`src/rtl/fpu_pkg.sv`:
```
// Shared FPU definitions: divider FSM states, opcode, flag indices,
// canonical NaN, exponent bias and an operand unpack helper (DAZ).
package fpu_pkg;

    typedef enum logic [2:0] {
        IDLE,
        PREP,
        ITER,
        ROUND,
        DONE
    } div_state_e;

    localparam logic [4:0]  FDIV_OP   = 5'b01101;
    localparam logic [31:0] CANON_NAN = 32'h7FC0_0000;

    localparam int FLAG_NV = 4;
    localparam int FLAG_DZ = 3;
    localparam int FLAG_OF = 2;
    localparam int FLAG_UF = 1;
    localparam int FLAG_NX = 0;

    localparam logic signed [9:0] EXP_BIAS = 10'sd127;

    // 24 mantissa bits plus guard and round
    localparam int ITER_CYCLES = 26;

    typedef struct packed {
        logic        sign;
        logic [7:0]  exp;
        logic [23:0] mant;
        logic        is_zero;
        logic        is_inf;
        logic        is_nan;
        logic        is_snan;
    } fp_unpk_t;

    // Subnormals collapse to signed zero; hidden bit restored otherwise.
    function automatic fp_unpk_t fp_unpack(input logic [31:0] x);
        fp_unpk_t u;
        u.sign    = x[31];
        u.exp     = x[30:23];
        u.is_zero = ~|x[30:23];
        u.is_nan  = (&x[30:23]) & (|x[22:0]);
        u.is_snan = u.is_nan & ~x[22];
        u.is_inf  = (&x[30:23]) & ~(|x[22:0]);
        u.mant    = u.is_zero ? 24'h0 : {1'b1, x[22:0]};
        return u;
    endfunction

endpackage

```
`src/rtl/fpu_div_round.sv`:
```
// Divider back end: round-to-nearest-even, carry renormalisation,
// overflow to infinity, flush-to-zero underflow, and IEEE packing.
// Ports: sign/exp/mant/guard/rnd/sticky in; packed result and flags out.
module fpu_div_round
    import fpu_pkg::*;
(
    input  logic              sign,
    input  logic signed [9:0] exp,
    input  logic [23:0]       mant,
    input  logic              guard,
    input  logic              rnd,
    input  logic              sticky,
    output logic [31:0]       result,
    output logic [4:0]        flags
);

    logic              up;
    logic [24:0]       sum;
    logic [22:0]       frac;
    logic signed [9:0] exp_n;
    logic              inexact;

    always_comb begin
        up      = guard & (rnd | sticky | mant[0]);
        sum     = {1'b0, mant} + {24'h0, up};
        inexact = guard | rnd | sticky;
        // carry out means the mantissa rolled to 2.0: shift and bump exp
        if (sum[24]) begin
            frac  = sum[23:1];
            exp_n = exp + 10'sd1;
        end else begin
            frac  = sum[22:0];
            exp_n = exp;
        end

        flags          = '0;
        result         = {sign, exp_n[7:0], frac};
        flags[FLAG_NX] = inexact;

        if (exp_n >= 10'sd255) begin
            result         = {sign, 8'hFF, 23'h0};
            flags[FLAG_OF] = 1'b1;
            flags[FLAG_NX] = 1'b1;
        end else if (exp_n <= 10'sd0) begin
            result         = {sign, 31'h0};
            flags[FLAG_UF] = 1'b1;
            flags[FLAG_NX] = 1'b1;
        end
    end

endmodule

```
`src/rtl/fpu_div_iter.sv`:
```
// Iterative single-precision divider: one restoring quotient bit per cycle.
// Ports: i_clk, i_reset, i_start, i_flush, i_rs1/2_data in;
// o_busy, o_valid, o_result, o_flags out.
module fpu_div_iter
    import fpu_pkg::*;
(
    input  logic        i_clk,
    input  logic        i_reset,
    input  logic        i_start,
    input  logic        i_flush,
    input  logic [31:0] i_rs1_data,
    input  logic [31:0] i_rs2_data,
    output logic        o_busy,
    output logic        o_valid,
    output logic [31:0] o_result,
    output logic [4:0]  o_flags
);

    div_state_e state_q, state_d;

    logic [4:0]        cnt_q;
    logic [31:0]       opa_q, opb_q;
    logic [25:0]       rem_q;
    logic [23:0]       divs_q;
    logic [25:0]       quo_q;
    logic              sign_q;
    logic signed [9:0] exp_q;
    logic [31:0]       pend_res_q, last_res_q;
    logic [4:0]        pend_flg_q, last_flg_q;

    fp_unpk_t ua, ub;
    logic        spec_hit;
    logic [31:0] spec_res;
    logic [4:0]  spec_flg;
    logic        s_res;

    logic              qbit;
    logic [25:0]       rem_nxt;
    logic              norm;
    logic [23:0]       r_mant;
    logic              r_guard, r_rnd, r_sticky;
    logic signed [9:0] r_exp;
    logic [31:0]       rnd_res;
    logic [4:0]        rnd_flg;

    // ---------------- special-case classification ----------------
    always_comb begin
        ua       = fp_unpack(opa_q);
        ub       = fp_unpack(opb_q);
        s_res    = ua.sign ^ ub.sign;
        spec_hit = 1'b1;
        spec_flg = '0;
        spec_res = {s_res, 31'h0};
        if (ua.is_nan || ub.is_nan) begin
            spec_res          = CANON_NAN;
            spec_flg[FLAG_NV] = ua.is_snan | ub.is_snan;
        end else if ((ua.is_inf && ub.is_inf) ||
                     (ua.is_zero && ub.is_zero)) begin
            spec_res          = CANON_NAN;
            spec_flg[FLAG_NV] = 1'b1;
        end else if (ua.is_inf) begin
            spec_res = {s_res, 8'hFF, 23'h0};
        end else if (ub.is_inf || ua.is_zero) begin
            spec_res = {s_res, 31'h0};
        end else if (ub.is_zero) begin
            spec_res          = {s_res, 8'hFF, 23'h0};
            spec_flg[FLAG_DZ] = 1'b1;
        end else begin
            spec_hit = 1'b0;
        end
    end

    // ---------------- restoring step ----------------
    always_comb begin
        qbit    = rem_q >= {2'b00, divs_q};
        rem_nxt = (qbit ? rem_q - {2'b00, divs_q} : rem_q) << 1;
    end

    // Quotient lies in (0.5, 2): bit 25 set means no normalisation shift.
    // When shifting, the round bit is the next quotient bit (qbit).
    always_comb begin
        norm     = quo_q[25];
        r_mant   = norm ? quo_q[25:2] : quo_q[24:1];
        r_guard  = norm ? quo_q[1] : quo_q[0];
        r_rnd    = norm ? quo_q[0] : qbit;
        r_sticky = |rem_q;
        r_exp    = norm ? exp_q : exp_q - 10'sd1;
    end

    fpu_div_round u_round (
        .sign   (sign_q),
        .exp    (r_exp),
        .mant   (r_mant),
        .guard  (r_guard),
        .rnd    (r_rnd),
        .sticky (r_sticky),
        .result (rnd_res),
        .flags  (rnd_flg)
    );

    // ---------------- FSM ----------------
    always_ff @(posedge i_clk or posedge i_reset) begin
        if (i_reset) state_q <= IDLE;
        else         state_q <= state_d;
    end

    always_comb begin
        state_d = state_q;
        unique case (state_q)
            IDLE:  if (i_start) state_d = PREP;
            PREP:  state_d = spec_hit ? DONE : ITER;
            ITER:  if (cnt_q == 5'(ITER_CYCLES - 1)) state_d = ROUND;
            ROUND: state_d = DONE;
            DONE:  state_d = IDLE;
            default: state_d = IDLE;
        endcase
        if (i_flush && state_q != IDLE) state_d = IDLE;
    end

    // ---------------- datapath ----------------
    always_ff @(posedge i_clk or posedge i_reset) begin
        if (i_reset) begin
            cnt_q      <= '0;
            opa_q      <= '0;
            opb_q      <= '0;
            rem_q      <= '0;
            divs_q     <= '0;
            quo_q      <= '0;
            sign_q     <= 1'b0;
            exp_q      <= '0;
            pend_res_q <= '0;
            pend_flg_q <= '0;
            last_res_q <= '0;
            last_flg_q <= '0;
        end else begin
            unique case (state_q)
                IDLE: begin
                    if (i_start) begin
                        opa_q <= i_rs1_data;
                        opb_q <= i_rs2_data;
                    end
                end
                PREP: begin
                    rem_q  <= {2'b00, ua.mant};
                    divs_q <= ub.mant;
                    quo_q  <= '0;
                    cnt_q  <= '0;
                    sign_q <= s_res;
                    exp_q  <= $signed({2'b00, ua.exp})
                            - $signed({2'b00, ub.exp}) + EXP_BIAS;
                    if (spec_hit) begin
                        pend_res_q <= spec_res;
                        pend_flg_q <= spec_flg;
                    end
                end
                ITER: begin
                    quo_q <= {quo_q[24:0], qbit};
                    rem_q <= rem_nxt;
                    cnt_q <= cnt_q + 5'd1;
                end
                ROUND: begin
                    pend_res_q <= rnd_res;
                    pend_flg_q <= rnd_flg;
                end
                DONE: begin
                    if (!i_flush) begin
                        last_res_q <= pend_res_q;
                        last_flg_q <= pend_flg_q;
                    end
                end
                default: ;
            endcase
        end
    end

    // A flush landing in DONE suppresses the strobe and the update.
    assign o_busy   = state_q != IDLE;
    assign o_valid  = (state_q == DONE) && !i_flush;
    assign o_result = o_valid ? pend_res_q : last_res_q;
    assign o_flags  = o_valid ? pend_flg_q : last_flg_q;

endmodule

```
`config.mk`:
```
export PLATFORM = sky130hd
export DESIGN_NAME = fpu_div_iter
export DESIGN_NICKNAME = d
export VERILOG_FILES = /design/src/rtl/fpu_pkg.sv /design/src/rtl/fpu_div_round.sv /design/src/rtl/fpu_div_iter.sv
export SDC_FILE = /design/constraint.sdc
export NUM_CORES = 1
export LEC_CHECK = 0
export CORE_MARGIN = 2
export CORE_UTILIZATION = 35
export CTS_CLUSTER_SIZE = 12
export DETAILED_ROUTE_END_ITERATION = 12
export SYNTH_ARGS = -nofsm -noshare
export SYNTH_HDL_FRONTEND = slang
export SYNTH_HIERARCHICAL = 1
export SYNTH_SLANG_ARGS = --single-unit
```
`constraint.sdc`:
```
create_clock -name i_clk -period 9.1 [get_ports i_clk]
set_input_delay 0.91 -clock i_clk [delete_from_list [all_inputs] [get_ports i_clk]]
set_output_delay 0.91 -clock i_clk [all_outputs]
set_load 0.1 [all_outputs]
```
======== After elaboration in Yosys (flattened, before gate mapping) ========
Index checks and enable logic that the tools add are counted.
storage, ports and cells
  register bits ........................... 233
  memory bits (read-only) ................. 0
  bits of input ports ..................... 68
  bits in writable memories ............... 0
  output and inout port bits .............. 39
  bits in latches ......................... 0
  memories kept ........................... 0
operators by class
  multiplexer cells ....................... 45
  $mul .................................... 0
  magnitude comparators ................... 3
  div/mod/pow operators ................... 0
  add/subtract/negate cells ............... 7
  bitwise operators ....................... 18
  reductions and logical operators ........ 25
  shifts and indexed selects .............. 0
  eq/ne operators ......................... 8
operator list
  cell                                                                     number
  31-bit two-way mux                                                       5
  32-bit two-way mux                                                       4
  26-bit one-hot mux with 2 select lines                                   2
  24-bit two-way mux                                                       3
  32-bit one-hot mux with 2 select lines                                   1
  23-bit OR reduction                                                      2
  26-bit by 24-bit >= comparator with 1-bit output                         1
  26-bit OR reduction                                                      1
  24-bit by 1-bit adder with 25-bit output                                 1
  25-bit two-way mux                                                       1
  25-bit by 24-bit subtractor with 25-bit output                           1
  23-bit two-way mux                                                       1
  10-bit two-way mux                                                       2
  5-bit one-hot mux with 2 select lines                                    2
  1-bit two-way mux                                                        16
  8-bit AND reduction                                                      2
  8-bit OR reduction                                                       2
  3-bit two-way mux                                                        4
  3-bit one-hot mux with 4 select lines                                    1
  10-bit by 2-bit adder with 10-bit output (second input constant)         1
  9-bit by 8-bit adder with 10-bit output (second input constant)          1
  10-bit by 9-bit >= comparator with 1-bit output (second input constant)  1
  10-bit by 1-bit <= comparator with 1-bit output (second input constant)  1
  5-bit two-way mux                                                        2
  21 further kinds                                                         48

======== Longest topological paths before layout ========
Gate-level depths: netlist (run 1).
  depth after elaboration ................. 11
  gate-level depth with buffers ........... 17

======== Hierarchy ========
Netlist (run 1), hierarchy kept.
by module, submodules not included
  module         area each (um2)  times used  sequential area each (um2)  cells each
  fpu_div_iter   11604.9          1           5830.6                      1094
  fpu_div_round  1363.8           1           0.0                         213

======== Worst setup path after synthesis (run 1) ========
Ideal clock, no wire load.
  path type ............................... register -> register
  start ................................... reg quo_q[25]
  end ..................................... reg pend_flg_q[0]
  stages on the path, launching flop included .. 12
  period minus slack after synthesis ...... 3737 ps
  arrival ................................. 3616 ps
  data required time ...................... 8979 ps
  setup time .............................. 121 ps
  buffers on the path ..................... 2
  slack ................................... 5363 ps
  cells stage by stage .................... dfrtp_1 clkbuf_1 buf_1 mux2_2 nand4_2 or4_4 nor4_4 nand3_2 xnor2_4 a31o_2 or4b_1 a22o_1
RTL lines
  item                                             RTL line             text
  from (decl)                                      fpu_div_iter.sv:25   logic [25:0] quo_q;
  from (signal assigned)                           fpu_div_iter.sv:157  quo_q <= {quo_q[24:0], qbit};
  24-bit two-way mux (*)                           fpu_div_iter.sv:83   r_mant = norm ? quo_q[25:2] : quo_q[24:1];
  via r_mant[16]                                   fpu_div_iter.sv:40   logic [23:0] r_mant;
  24-bit by 1-bit adder with 25-bit output (*)     fpu_div_round.sv:25  sum = {1'b0, mant} + {24'h0, up};
  10-bit two-way mux (*)                           fpu_div_round.sv:28  if (sum[24]) begin
  10-bit by 1-bit <= comparator with 1-bit output  fpu_div_round.sv:44  end else if (exp_n <= 10'sd0) begin
  2-bit two-way mux                                fpu_div_round.sv:44
  1-bit two-way mux (*)                            fpu_div_round.sv:40  if (exp_n >= 10'sd255) begin
  via rnd_flg[0]                                   fpu_div_iter.sv:44   logic [4:0] rnd_flg;
  5-bit one-hot mux with 2 select lines (*)        fpu_div_iter.sv:136  unique case (state_q)
  to (signal assigned)                             fpu_div_iter.sv:153  pend_flg_q <= spec_flg;
  to (signal assigned)                             fpu_div_iter.sv:163  pend_flg_q <= rnd_flg;
  to (decl)                                        fpu_div_iter.sv:29   logic [4:0] pend_flg_q, last_flg_q;
The timed path passes the listed nets; every way through them passes the cells marked *.
A chain may end at the register's enable or synchronous reset.

======== Final worst setup path (run 1) ========
  start ................................... in i_flush
  end ..................................... out o_result[7]
between the ends
  cells in the longest elaborated chain, start to end .. 3
RTL lines
  item                RTL line             text
  from (decl)         fpu_div_iter.sv:10   input logic i_flush,
  1-bit logical NOT   fpu_div_iter.sv:178  assign o_valid = (state_q == DONE) && !i_flush;
  1-bit logical AND   fpu_div_iter.sv:178
  32-bit two-way mux  fpu_div_iter.sv:179  assign o_result = o_valid ? pend_res_q : last_res_q;
  to (decl)           fpu_div_iter.sv:15   output logic [31:0] o_result,
No other way between the ends.

==> impl_results.md, run 1 <==
- Pleak: 6.58 nW
- Synth Instances: 1307
- Post-detail-place hpwl: 22500 microns
- RSZ-0062 raised after global routing: false
- Layout Nets: 1491
- Yosys top cell area share: 45.0%
- Clock power frac: 18.7%
- Sink Count: 233
- GRT Util Overall: 16.9%
- Max Slew Vio Count: 0
- Placer Congestion: 0.877
- Detail Route Antenna Nets: 0
- Clock buffer depth: 3
- Share of total power in sequential cells: 28.9%
- Setup Skew: 0.0311 ns
- XOR/XNOR Fraction of Synth Area: 4.74%
- Port bufs: 106
- Diode count: 0
- DRC: 0
- Most numerous cell in the Yosys netlist: dfrtp_1
- Drt via density: 5.35
- Total CTS buffers: 27
- Clk slew on worst S/H paths: 0.06 ns
- CP Launch Type: primary input
- P_sw: 2.68 mW
- Hold_buf cts: 0
- EDFF count, synth: 0
- Largest family of logic cells by synthesized area: simple AND/OR/NAND/NOR gates
- Register area share after synthesis: 45.0%
- Hold Crit Start: sign_q
- Max incr delay on CP: 1.13 ns
- Outcome: finished, final reports clean
- Slew @ Worst Pin: 0.978 ns
- Combinational share of power: 52.4%
- Maximum fanout along the worst path: 38
- Crit. Startpoint: i_flush
- Worst r2r src: quo_q[25]
- Top_reg_cell synth: dfrtp_1
- Adder-Cell Fraction of Synth Area: 3.97%
- Die Span Y: 196 microns
- Share of cells above drive strength 1: 14.3%
- H-tree levels: 1
- DR vias: 10000
- Post-Synth Simple-Gate Area: 16.4%
- Largest net degree at the start of global routing: 132
- Initial DRC Count: 638
- Fmax: 0.228 GHz
- Most frequent CP cell: clkdlybuf4s50_1
- Max-cap violations: 0
- Crit path required time: 8.19 ns
- CTS tree: built
- Post-CTS Repair Setup Buffers: 0
- Rows: 70
- DR WL/cell: 17.0 microns
- Yosys reg bits: 233
- Skew-Pair Late Insertion Delay: 0.57 ns
- Syn avg cell area: 9.92 sq um
- PwrDens: 388 nW/um^2
- Internal Power: 3.27 mW
- Area Overhead vs Synth: 18.3%
- Commonest cells in the netlist: dfrtp_1 (233), nand2_1 (134), mux2_2 (119), nor2_1 (87), a21oi_1 (65)
- Syn. warnings: 6
- Setup TNS: 0 ns
- Final hold vios: 0
- Worst VDD drop: 0.000200 V
- Switching portion of total power: 45.1%
- Post-CTS sizing: 0
- Total grt overflow: 0
- Core outline area: 36500 sq um
- Initial antenna violation count: 1
- Setup CP Type: in -> out
- Synthesized area: 13000 sq um
- Pwr Total: 5.95 mW
- Post-synthesis compound-gate area fraction: 14.9%
- Min Tclk post-route: 4.39 ns
- Kind of end point of the critical path: primary output
- Post-synthesis mux area share: 10.9%
- Die area: 38600 sq um
- Slowest cell on crit path: clkdlybuf4s50_1
- Critical path, cell by cell: clkdlybuf4s50_1, nor4b_2, buf_4, mux2_2, clkdlybuf4s50_1
- Period utilization: 48.2%
- Worst hold-check path type: reg -> reg
- DRT Pass-1 Iters: 6
- Initial Util: 35.5%
- Root Driver: clkbuf_16
- Io pins: 107
- Slew margin rel.: 34.6%
- Final setup vio count: 0
- Cell taking the most area after synthesis: dfrtp_1
- Critical Path AT: 3.48 ns
- Die X-Extent: 196 microns
- First-pass GRT wire length: 53300 microns
- Async SR Flop Fraction: 100%
- Top post-synthesis cells by area: dfrtp_1 (45%), mux2_2 (10%), nand2_1 (3.9%), ha_1 (3.7%), a22o_1 (3.4%)
- Total wire length: 31900 microns
- Synth cell types: 78
- Vias in the first global route: 10000
[sequential cells by signal (all words and copies together), names as in the netlist, 10 cells and up]
signal,cells
pend_res_q,32
last_res_q,32
divs_q,24
opa_q,32
rem_q,26
opb_q,32
exp_q,10
quo_q,26
[stage by stage]
| step | cells | setup slack (ns) | instance area (sq um) | utilization [%] | hold slack (ns) |
|---|---|---|---|---|---|
| finish | 1872 | 4.71 | 15300 | 42.0 | 0.480 |
| global route | 1872 | 4.59 | 15300 | 42.0 | 0.510 |
| CTS | 1872 | 4.68 | 15300 | 42.0 | 0.482 |
| floorplan | 1308 | 1.80 | 13000 | - | 0.443 |
| detailed placement | 1822 | 4.68 | 14400 | 39.5 | 0.467 |
| global placement | 1822 | 4.71 | 14400 | 39.5 | 0.458 |
[cells in the final DEF, fill, tap and decap left out, types with 9 or more instances in the layout]
cell,n
dfrtp_1,233
nand2_1,134
mux2_2,119
clkdlybuf4s50_1,106
nor2_1,84
a21oi_1,65
o21ai_0,53
inv_1,51
a22o_1,50
nand3_1,48
ha_1,38
xnor2_1,36
xor2_1,31
nor4_1,28
clkbuf_16,27
a211oi_1,25
o22ai_1,23
a31oi_1,21
nand4_1,20
and3_1,20
nor3_1,19
buf_4,14
nand2b_1,13
nor3b_1,10
a21o_1,9
[per-layer routing]
metal	track usage, %	part of all wire, %	vias up
met3	2.94	4.6	51
met4	4.85	2.5	2
li1	-	-	4899
met2	26.5	44	217
met1	23.9	48	4851
met5	0	0.041	-
[cells by family (layout without fill, tap and decap cells)]
family | Yosys count | count (layout)
other | 1 | 2
adders and majority gates | 40 | 40
AOI/OAI and AO/OA | 289 | 289
muxes | 126 | 126
xor gates and xnor gates | 68 | 68
buffers and inverters | 126 | 222
and+or+nand+nor | 424 | 424
DFF | 233 | 233
[layout make-up]
cell class / instances / area (sq um)
Clock inverter: 11 / 151
Clock buffer: 39 / 761
Tap cell: 468 / 586
Multi-Input combinational cell: 949 / 6640
Timing Repair Buffer: 120 / 1170
Fill cell: 3529 / 21200
Inverter: 52 / 203
Sequential cell: 233 / 5830
[power groups by stage]
stage / Sequential (mW) / Combinational (mW) / Clock [mW]
finish: 1.72 / 3.11 / 1.11
global route: 1.77 / 3.50 / 1.18
CTS: 1.72 / 3.11 / 1.14
detailed placement: 1.74 / 3.10 / 0
global placement: 1.73 / 3.05 / 0
floorplan: 1.60 / 2.51 / 0
[final timing paths]
kind,end,slack [ns],depth (start not counted)
setup / recovery,o_result[7],4.71,5
hold / removal,sign_q,0.48,2
setup reg to reg,pend_flg_q[0],4.94,12
hold reg to reg,sign_q,0.48,2
max in group asynchronous,quo_q[1],6.84,3
min in group asynchronous,last_res_q[9],0.98,2
[worst max-delay path, delay by kind of cell]
family | cells | cell delay, ns
buffers and inverters | 3 | 2.02
multiplexers | 1 | 0.26
AND/OR/NAND/NOR | 1 | 0.22
Power figures use the tool's default switching activity.
==> inputs of run 2 (changes only) <==
- clock period: 9.1 -> 4.25 ns (I/O delays scaled with it)
==> run 2 against run 1 <==
Register-to-register slack got worse by 4.5 ns; non-clock buffer count increased by 16; worst hold slack lost 0.23 ns; critical endpoint is now pend_flg_q[0]; flip-flop and latch count is the same; clock skew rose by 0.0013 ns; worst setup slack worse by 4.2 ns; count of clock-buffer cells in the layout is 1 higher; via count is 1.4% higher; clock power is 130% higher; highest routed layer unchanged; critical path depth up 5; utilization rose by 0.29 points.
==> impl_results.md, run 2 (same netlist as run 1, synthesis figures left out) <==
- Setup TNS: 0 ns
- Min Tclk post-route: 3.77 ns
- DRC: 0
- Slew margin rel.: 33.1%
- Crit. Startpoint: quo_q[25]
- Worst VDD drop: 0.000511 V
- Sink Count: 233
- Root Driver: clkbuf_16
- Hold_buf cts: 0
- DR vias: 10200
- R2R Setup Slk: 0.48 ns
- Most frequent cells in the layout: dfrtp_1 (233), nand2_1 (134), mux2_2 (119)
- RR Endpoint: pend_flg_q[0]
- Final hold vios: 0
- First-pass GRT wire length: 54200 microns
- Port bufs: 106
- Total wire length: 32600 microns
- Worst r2r src: quo_q[25]
- Post-CTS sizing: 0
- DRT Pass-1 Iters: 4
- Post-detail-place hpwl: 23400 microns
- GRT Util Overall: 17.2%
- Drt via density: 5.38
- Die X-Extent: 196 microns
- Commonest non-fill, non-tap cell in the layout: dfrtp_1
- Slew @ Worst Pin: 1.00 ns
- H-tree levels: 1
- Area Overhead vs Synth: 19.1%
- Layout Nets: 1508
- Worst hold-check path type: in -> async
- DR WL/cell: 17.3 microns
- Post-CTS Repair Setup Buffers: 0
- Outcome: finished, final reports clean
- Io pins: 107
- Die area: 38600 sq um
- CTS tree: built
- Pleak: 6.77 nW
- CP Launch Type: flop
- Max Slew Vio Count: 0
- Die Span Y: 196 microns
- Clock buffer depth: 3
- Skew-Pair Late Insertion Delay: 0.57 ns
- Period utilization: 88.8%
- Fill count: 3563
- RSZ-0062 raised after global routing: false
- Initial antenna violation count: 1
- Crit path required time: 4.69 ns
- Initial DRC Count: 590
- Cells on worst reg2reg path: 10
- Detail Route Antenna Nets: 0
- Setup Skew: 0.0323 ns
- Maximum fanout along the worst path: 16
- Area of the multi-input gates: 6640 sq um
- Final hold slack: 0.245 ns
- Total grt overflow: 0
- Share of cells above drive strength 1: 18.3%
- Clk slew on worst S/H paths: 0.06 ns
- Rows: 70
- Kind of end point of the critical path: flop
- Core outline area: 36500 sq um
- PwrDens: 836 nW/um^2
- Vias in the first global route: 10300
- Critical Path AT: 4.21 ns
- Storage cell area: 5830 sq um
- Final setup vio count: 0
- Initial Util: 35.5%
- Placer Congestion: 0.875
- Fmax: 0.265 GHz
- Total CTS buffers: 28
- Max-cap violations: 0
- Setup CP Type: reg -> reg
- Pwr Total: 12.9 mW
- Largest net degree at the start of global routing: 153
- Diode count: 0
run 2: how the worst max path moves through the flow:
stage,to
after floorplan,pend_flg_q[0]
after global placement,pend_flg_q[0]
after detailed placement,pend_flg_q[0]
after CTS,pend_flg_q[0]
after global routing,pend_res_q[7]
final,pend_flg_q[0]
run 2: critical path: stages, from the launching register on:
cell and delay, ns:
dfrtp_1 0.54, buf_4 0.31, mux2_2 0.26, nand4_2 0.19
or4_4 0.64, nor4_4 0.31, nand3_2 0.18, xnor2_4 0.20
a31o_2 0.34, or4b_1 0.49, a22o_1 0.21
run 2: power breakdown:
part           switching, mW  internal (mW)
clock                  0.965           1.56
combinational           4.09           2.63
sequential             0.674           3.00
total                   5.73           7.19
run 2: cell type report:
type                            count  area share (%)
Clock buffer                       40            5.48
Clock inverter                      9           0.907
Inverter                           52            1.29
Multi-Input combinational cell    949            43.0
Sequential cell                   233            37.7
Tap cell                          468            3.79
Timing Repair Buffer              136            7.79
run 2: routing by layer:
layer | GRT usage (%) | part of all wire [%] | vias up
li1 | - | - | 4938
met3 | 3.29 | 4.6 | 55
met4 | 4.94 | 2.5 | 2
met5 | 0 | 0.040 | -
met2 | 27.6 | 45 | 201
met1 | 23.8 | 47 | 4960
run 2: through the flow:
stage / utilization [%] / cell area (sq um) / instances / worst slack, ns
after detailed placement: 39.6 / 14500 / 1838 / 0.478
after floorplan: - / 13000 / 1308 / 0.513
after global placement: 39.6 / 14500 / 1838 / 0.583
final: 42.3 / 15400 / 1887 / 0.478
after CTS: 42.3 / 15400 / 1887 / 0.467
after global routing: 42.3 / 15400 / 1887 / 0.263
